`config.mk`:
```
export PLATFORM = sky130hd
export DESIGN_NAME = regfile_wb_arbiter_flat
export DESIGN_NICKNAME = d
export VERILOG_FILES = /design/src/rtl/regfile_wb_arbiter_pkg.sv /design/src/rtl/regfile_wb_arbiter_if.sv /design/src/rtl/regfile_wb_arbiter_scoreboard.sv /design/src/rtl/regfile_wb_arbiter.sv /design/src/flat_wrapper.sv
export SDC_FILE = /design/constraint.sdc
export NUM_CORES = 1
export LEC_CHECK = 0
export CAP_MARGIN = 10
export CELL_PAD_IN_SITES_DETAIL_PLACEMENT = 1
export CELL_PAD_IN_SITES_GLOBAL_PLACEMENT = 2
export CORE_MARGIN = 2
export CORE_UTILIZATION = 26
export CTS_CLUSTER_DIAMETER = 60
export DETAILED_ROUTE_END_ITERATION = 6
export GPL_TIMING_DRIVEN = 0
export PLACE_DENSITY = 0.9
export SYNTH_ARGS = -nofsm -noshare
export SYNTH_HDL_FRONTEND = slang
export SYNTH_SLANG_ARGS = --single-unit
```
`constraint.sdc`:
```
create_clock -name clk -period 3.5 [get_ports clk]
set_clock_uncertainty 0.2 [all_clocks]
set_input_delay 0.7 -clock clk [delete_from_list [all_inputs] [get_ports clk]]
set_output_delay 0.7 -clock clk [all_outputs]
set_load 0.1 [all_outputs]
```
`src/rtl/regfile_wb_arbiter_pkg.sv`:
```
// regfile_wb_arbiter_pkg: shared widths, FSM encoding and defaults for the writeback arbiter
package regfile_wb_arbiter_pkg;
  localparam int XLEN = 64;
  localparam int REG_ADDR_W = 5;
  localparam int NUM_REGS = 1 << REG_ADDR_W;
  localparam int STARVE_LIMIT_DEF = 4;
  typedef logic [REG_ADDR_W-1:0] reg_addr_t;
  typedef logic [XLEN-1:0] xlen_t;
  typedef logic [1:0] state_t;
  localparam state_t ST_IDLE = 2'd0;
  localparam state_t ST_WAIT = 2'd1;
  localparam state_t ST_FORCE = 2'd2;
endpackage

```
`src/rtl/regfile_wb_arbiter_if.sv`:
```
// regfile_wb_arbiter_if: writeback requests, scoreboard lookup and register-file write port
interface regfile_wb_arbiter_if;
  import regfile_wb_arbiter_pkg::*;
  logic a_valid;
  reg_addr_t a_rd;
  xlen_t a_data;
  logic b_valid;
  reg_addr_t b_rd;
  xlen_t b_data;
  logic b_ready;
  logic issue_valid;
  reg_addr_t issue_rd;
  reg_addr_t rs1;
  reg_addr_t rs2;
  logic busy_rs1;
  logic busy_rs2;
  logic wb_we;
  reg_addr_t wb_rd;
  xlen_t wb_data;
  logic stall_req;
  logic err;
  modport master (
    output a_valid, a_rd, a_data, b_valid, b_rd, b_data, issue_valid, issue_rd, rs1, rs2,
    input b_ready, busy_rs1, busy_rs2, wb_we, wb_rd, wb_data, stall_req, err
  );
  modport slave (
    input a_valid, a_rd, a_data, b_valid, b_rd, b_data, issue_valid, issue_rd, rs1, rs2,
    output b_ready, busy_rs1, busy_rs2, wb_we, wb_rd, wb_data, stall_req, err
  );
endinterface

```
`src/rtl/regfile_wb_arbiter_scoreboard.sv`:
```
// reg_busy_scoreboard: tracks registers awaiting long-latency writeback and flags protocol errors
module reg_busy_scoreboard
  import regfile_wb_arbiter_pkg::*;
(
  input  logic      clk,
  input  logic      reset,
  input  logic      issue_valid,
  input  reg_addr_t issue_rd,
  input  logic      b_hs,
  input  reg_addr_t b_rd,
  input  reg_addr_t rs1,
  input  reg_addr_t rs2,
  input  logic      force_err,
  output logic      busy_rs1,
  output logic      busy_rs2,
  output logic      err
);
  logic [NUM_REGS-1:0] busy_q, busy_d, set_v, clr_v;
  logic err_q, err_d;
  always_comb begin
    set_v = '0;
    clr_v = '0;
    set_v[issue_rd] = issue_valid;
    clr_v[b_rd] = b_hs;
    busy_d = busy_q & ~clr_v | set_v;
    busy_d[0] = 1'b0;
    err_d = err_q || force_err
      || (issue_valid && busy_q[issue_rd] && !(b_hs && b_rd == issue_rd))
      || (b_hs && b_rd != '0 && !busy_q[b_rd]);
  end
  always_ff @(posedge clk) begin
    if (!reset) begin
      busy_q <= '0;
      err_q <= 1'b0;
    end else begin
      busy_q <= busy_d;
      err_q <= err_d;
    end
  end
  assign busy_rs1 = busy_q[rs1];
  assign busy_rs2 = busy_q[rs2];
  assign err = err_q;
endmodule

```
`src/rtl/regfile_wb_arbiter.sv`:
```
// regfile_wb_arbiter: merges pipeline and long-latency writebacks onto one register-file write port
module regfile_wb_arbiter
  import regfile_wb_arbiter_pkg::*;
#(
  parameter int STARVE_LIMIT = STARVE_LIMIT_DEF
) (
  input logic clk,
  input logic reset,
  regfile_wb_arbiter_if.slave bus
);
  state_t state_q, state_d;
  logic [3:0] cnt_q, cnt_d, cnt_inc;
  logic force_st, grant_a, b_hs, denied;
  logic wb_we_q, wb_we_d, stall_q, stall_d;
  reg_addr_t wb_rd_q, wb_rd_d;
  xlen_t wb_data_q, wb_data_d;
  assign force_st = state_q == ST_FORCE;
  assign grant_a = bus.a_valid && !force_st;
  assign bus.b_ready = reset && (force_st || !bus.a_valid);
  assign b_hs = bus.b_valid && bus.b_ready;
  assign denied = bus.b_valid && grant_a;
  always_comb begin
    cnt_inc = cnt_q >= 4'(STARVE_LIMIT) ? cnt_q : cnt_q + 4'd1;
    cnt_d = denied ? cnt_inc : 4'd0;
    state_d = !denied ? ST_IDLE : cnt_inc >= 4'(STARVE_LIMIT) ? ST_FORCE : ST_WAIT;
    stall_d = state_d == ST_FORCE;
    wb_we_d = grant_a ? |bus.a_rd : b_hs && |bus.b_rd;
    wb_rd_d = grant_a ? bus.a_rd : b_hs ? bus.b_rd : wb_rd_q;
    wb_data_d = grant_a ? bus.a_data : b_hs ? bus.b_data : wb_data_q;
  end
  always_ff @(posedge clk) begin
    if (!reset) begin
      state_q <= ST_IDLE;
      cnt_q <= 4'd0;
      stall_q <= 1'b0;
      wb_we_q <= 1'b0;
      wb_rd_q <= '0;
      wb_data_q <= '0;
    end else begin
      state_q <= state_d;
      cnt_q <= cnt_d;
      stall_q <= stall_d;
      wb_we_q <= wb_we_d;
      wb_rd_q <= wb_rd_d;
      wb_data_q <= wb_data_d;
    end
  end
  assign bus.wb_we = wb_we_q;
  assign bus.wb_rd = wb_rd_q;
  assign bus.wb_data = wb_data_q;
  assign bus.stall_req = stall_q;
  reg_busy_scoreboard u_sb (
    .clk        (clk),
    .reset      (reset),
    .issue_valid(bus.issue_valid),
    .issue_rd   (bus.issue_rd),
    .b_hs       (b_hs),
    .b_rd       (bus.b_rd),
    .rs1        (bus.rs1),
    .rs2        (bus.rs2),
    .force_err  (force_st && bus.a_valid),
    .busy_rs1   (bus.busy_rs1),
    .busy_rs2   (bus.busy_rs2),
    .err        (bus.err)
  );
endmodule

```
`src/flat_wrapper.sv`:
```
// flat-port wrapper written by rule: the top's interface ports become plain ports
module regfile_wb_arbiter_flat import regfile_wb_arbiter_pkg::*;
#(
  parameter int STARVE_LIMIT = STARVE_LIMIT_DEF
)
  (clk, reset, bus_a_valid, bus_a_rd, bus_a_data, bus_b_valid, bus_b_rd, bus_b_data, bus_issue_valid, bus_issue_rd, bus_rs1, bus_rs2, bus_b_ready, bus_busy_rs1, bus_busy_rs2, bus_wb_we, bus_wb_rd, bus_wb_data, bus_stall_req, bus_err);
  regfile_wb_arbiter_if bus_i ();
  input logic clk;
  input logic reset;
  input wire logic [$bits(bus_i.a_valid)-1:0] bus_a_valid;
  input wire logic [$bits(bus_i.a_rd)-1:0] bus_a_rd;
  input wire logic [$bits(bus_i.a_data)-1:0] bus_a_data;
  input wire logic [$bits(bus_i.b_valid)-1:0] bus_b_valid;
  input wire logic [$bits(bus_i.b_rd)-1:0] bus_b_rd;
  input wire logic [$bits(bus_i.b_data)-1:0] bus_b_data;
  input wire logic [$bits(bus_i.issue_valid)-1:0] bus_issue_valid;
  input wire logic [$bits(bus_i.issue_rd)-1:0] bus_issue_rd;
  input wire logic [$bits(bus_i.rs1)-1:0] bus_rs1;
  input wire logic [$bits(bus_i.rs2)-1:0] bus_rs2;
  output wire logic [$bits(bus_i.b_ready)-1:0] bus_b_ready;
  output wire logic [$bits(bus_i.busy_rs1)-1:0] bus_busy_rs1;
  output wire logic [$bits(bus_i.busy_rs2)-1:0] bus_busy_rs2;
  output wire logic [$bits(bus_i.wb_we)-1:0] bus_wb_we;
  output wire logic [$bits(bus_i.wb_rd)-1:0] bus_wb_rd;
  output wire logic [$bits(bus_i.wb_data)-1:0] bus_wb_data;
  output wire logic [$bits(bus_i.stall_req)-1:0] bus_stall_req;
  output wire logic [$bits(bus_i.err)-1:0] bus_err;
  assign bus_i.a_valid = bus_a_valid;
  assign bus_i.a_rd = bus_a_rd;
  assign bus_i.a_data = bus_a_data;
  assign bus_i.b_valid = bus_b_valid;
  assign bus_i.b_rd = bus_b_rd;
  assign bus_i.b_data = bus_b_data;
  assign bus_i.issue_valid = bus_issue_valid;
  assign bus_i.issue_rd = bus_issue_rd;
  assign bus_i.rs1 = bus_rs1;
  assign bus_i.rs2 = bus_rs2;
  assign bus_b_ready = bus_i.b_ready;
  assign bus_busy_rs1 = bus_i.busy_rs1;
  assign bus_busy_rs2 = bus_i.busy_rs2;
  assign bus_wb_we = bus_i.wb_we;
  assign bus_wb_rd = bus_i.wb_rd;
  assign bus_wb_data = bus_i.wb_data;
  assign bus_stall_req = bus_i.stall_req;
  assign bus_err = bus_i.err;
  regfile_wb_arbiter #(.STARVE_LIMIT(STARVE_LIMIT)) u_core (.clk(clk), .reset(reset), .bus(bus_i));
endmodule
```
==> impl_results.md <==
- Status: finished, final reports clean
- Post-Syn Area per Cell: between 9 and 10 µm²
- Period utilization: slightly below 100%
- Hold crit path type: flip-flop to flip-flop
- Max rail drop VDD: approximately 210 µV
- Ports: ~230
- FF/Latch Area: around 0.0022 mm²
- Worst Path Required: between 2 and 3 ns
- Final TNS setup: 0 ns
- Ys Warns: 0
- Number of global-route vias before repair: around 6000
- FMAX: just under 300 MHz
- Final min period: around 3.4 ns
- Endpoints failing hold: 0
- Crit path kind: primary input to output port
- Final setup viols: 0
- DP Cell Count: around 1100
- Final Slew Violations: 0
- Largest net degree at the start of global routing: 20
- Fill count: around 2500
- Pwr dens: between 300 and 400 mW/mm²
- DR pass1 iterations: 4
- Register clock-pin slew on the reported worst setup and hold paths: approximately 0.08 ns
- Gr ovfl total: 0
- Post-Syn Instances: 608
- Site row count: between 50 and 60
- Relative slew slack: a little under 30%
- Synth area leader: dfxtp_1
- Syn-to-layout area delta: 48.1%
- I/O Buffers: between 200 and 250
- Average wire per standard cell: 20.6 µm
- Clk_lat worst skew: approximately 0.36 ns
- Distinct cell type count after synthesis: 40
- Initial Util: 26.3%
- Routed WL: 23300 µm
- Clock Path Buffers: 2
- Post-DP HPWL: around 18000 µm
- Synth Cell Area: 0.00591 mm²
- Net Count, Synth: between 700 and 800
- Worst-Margin Slew: 1.06 ns
- CP Capture Type: output port
- Final Wtd Congestion: between 0.8 and 0.9
- # hold bufs at CTS: 0
- Vias per cell: between 5 and 6
- Core Area: ~0.023 mm²
- Final #Nets: between 900 and 1000
- Post-synth top area share: a little over a third
- TritonCTS clock tree: done
- H-Tree Depth: 3
- DRC viols: 0
- Max Cap Violations: 0
- Diode count: 0
- Layout cell share with drive strength beyond 1: just under 9%
- Clock tree sinks: ~110
- Overall routing resource usage: between 10% and 20%
- Via count: between 5000 and 6000
- Multi-input gate area: around 0.0035 mm²
- Post-synthesis sequential area ratio: 36.6%
- DR iter-0 viols: approximately 250
- First-pass GRT wire length: approximately 36000 µm
- Die Span Y: 155 µm
- Full die area: ~0.024 mm²
- Initial antenna violation count: 0
- Cts bufs inserted: 9
- CP Launch Type: primary input
- Core Util, Final: about two fifths
- RSZ-0062 raised after global routing: no
- Leak: about 0.0038 µW
- Synth Register Bits: 108
- Crit-path max FO: 9
- Chip width: between 150 and 200 µm
- ANT nets after route: 0
- Final Non-Filler Cells: roughly 1100
- Top cells by area, synth: dfxtp_1, mux2i_1, o211a_1
- Arr. time, crit path: 2.51 ns
- Clk Tree Root Cell: clkbuf_16
[kinds of logic after synthesis]
logic type / count (synthesis) / share of synthesized area [%]
AND/OR/NAND/NOR: 162 / 11.9
XOR/XNOR: 6 / 0.889
AO/OA/AOI/OAI: 157 / 21.3
multiplexers: 115 / 25.3
adder cells (fa/ha/maj): 1 / 0.212
flip-flops: 108 / 36.6
buffers and inverters: 59 / 3.85
[where the power goes]
group          total, µW  internal, µW  switching, µW
Sequential          1340          1300           39.5
Clock               1040           498            544
Combinational       1120           391            725
Total               3490          2180           1310
[placed cells by master (no fill, tap or decap), drive strengths merged, types with 3 or more instances in the layout]
master and n:
nor2b 3, buf 14, o211a 69, mux4 26, a21oi 4, nand4 4, nor3b 4, clkinv 3
nor2 10, nand2b 4, clkdlybuf4s50 217, inv 5, o21ai 35, and3b 3, mux2i 72, a21boi 32
clkbuf 55, xnor2 4, and2 3, nor3 3, mux2 17, a22oi 5, dfxtp 108, nand2 115
nand3 8
[worst max-delay path, stage by stage]
cell and delay [ns]:
buf_4 0.20, mux4_2 0.58, mux4_2 0.47, mux2_2 0.27, buf_2 0.29
[final timing paths]
check	from	end	slack (ns)	cells past startpoint
min	u_core.cnt_q[1]$_SDFF_PN0_	u_core.cnt_q[1]$_SDFF_PN0_	0.29	2
max reg2reg	u_core.state_q[0]$_SDFF_PN0_	u_core.u_sb.busy_q[12]$_SDFF_PN0_	1.51	5
min reg2reg	u_core.cnt_q[1]$_SDFF_PN0_	u_core.cnt_q[1]$_SDFF_PN0_	0.29	2
max	bus_rs2[0]	bus_busy_rs2	0.09	5
[cell usage after synthesis, drive strengths merged]
cell      n
nand2   115
dfxtp   108
mux2i    72
o211a    69
clkbuf   45
o21ai    35
a21boi   32
mux4     26
mux2     17
buf      12
nor2     10
nand3     8
a22oi     5
a21oi     4
nand2b    4
nand4     4
nor3b     4
xnor2     4
and2      3
and3b     3
nor2b     3
nor3      3
a211oi    2
a221oi    2
and3      2
inv       2
xor2      2
a21o      1
a31oi     1
ha        1
nand4b    1
o211ai    1
o21bai    1
o22ai     1
o31ai     1
o41a      1
o41ai     1
or2       1
or4       1
[registers in the layout, summed over array words and instances (netlist names)]
name and count:
u_core.cnt_q 4, u_core.bus.wb_data 64, u_core.bus.stall_req 1, u_core.bus.wb_we 1, u_core.bus.wb_rd 5, u_core.state_q 1, u_core.u_sb.busy_q 31, u_core.u_sb.err 1
[cell type report]
type | count | share of cell area, %
inverter | 2 | 0.0857
sequential | 108 | 24.7
clock buffer | 9 | 2.57
tap | 285 | 4.07
multi-input combinational | 441 | 40.3
buffer | 56 | 2.60
clock inverter | 6 | 0.657
timing repair buffer | 221 | 25.1
[per-stage QoR]
step / total power, µW / hold WS (ns) / instance area (µm²) / worst slack (ns)
after floorplan: 2080 / 0.253 / 5920 / 0.171
after global placement: 2470 / 0.271 / 8470 / -1.24
after detailed placement: 2490 / 0.279 / 8480 / -1.24
after CTS: 3540 / 0.289 / 8760 / 0.00817
after global routing: 3630 / 0.326 / 8760 / 0.0158
final: 3490 / 0.288 / 8760 / 0.0915
[metal layers]
metal	global-route usage, %	routed length, µm
met5	0	0
met2	33.8	11400
met1	22.9	9670
met3	6.47	1770
met4	4.85	374
[what timing repair did]
action                                  CTS  global route
endpoints found under the setup margin    3             2
resized for setup                        22             2
setup buffers                             0             0
pin swaps                                 0             0
No activity file was read; power rests on OpenSTA's default activity.
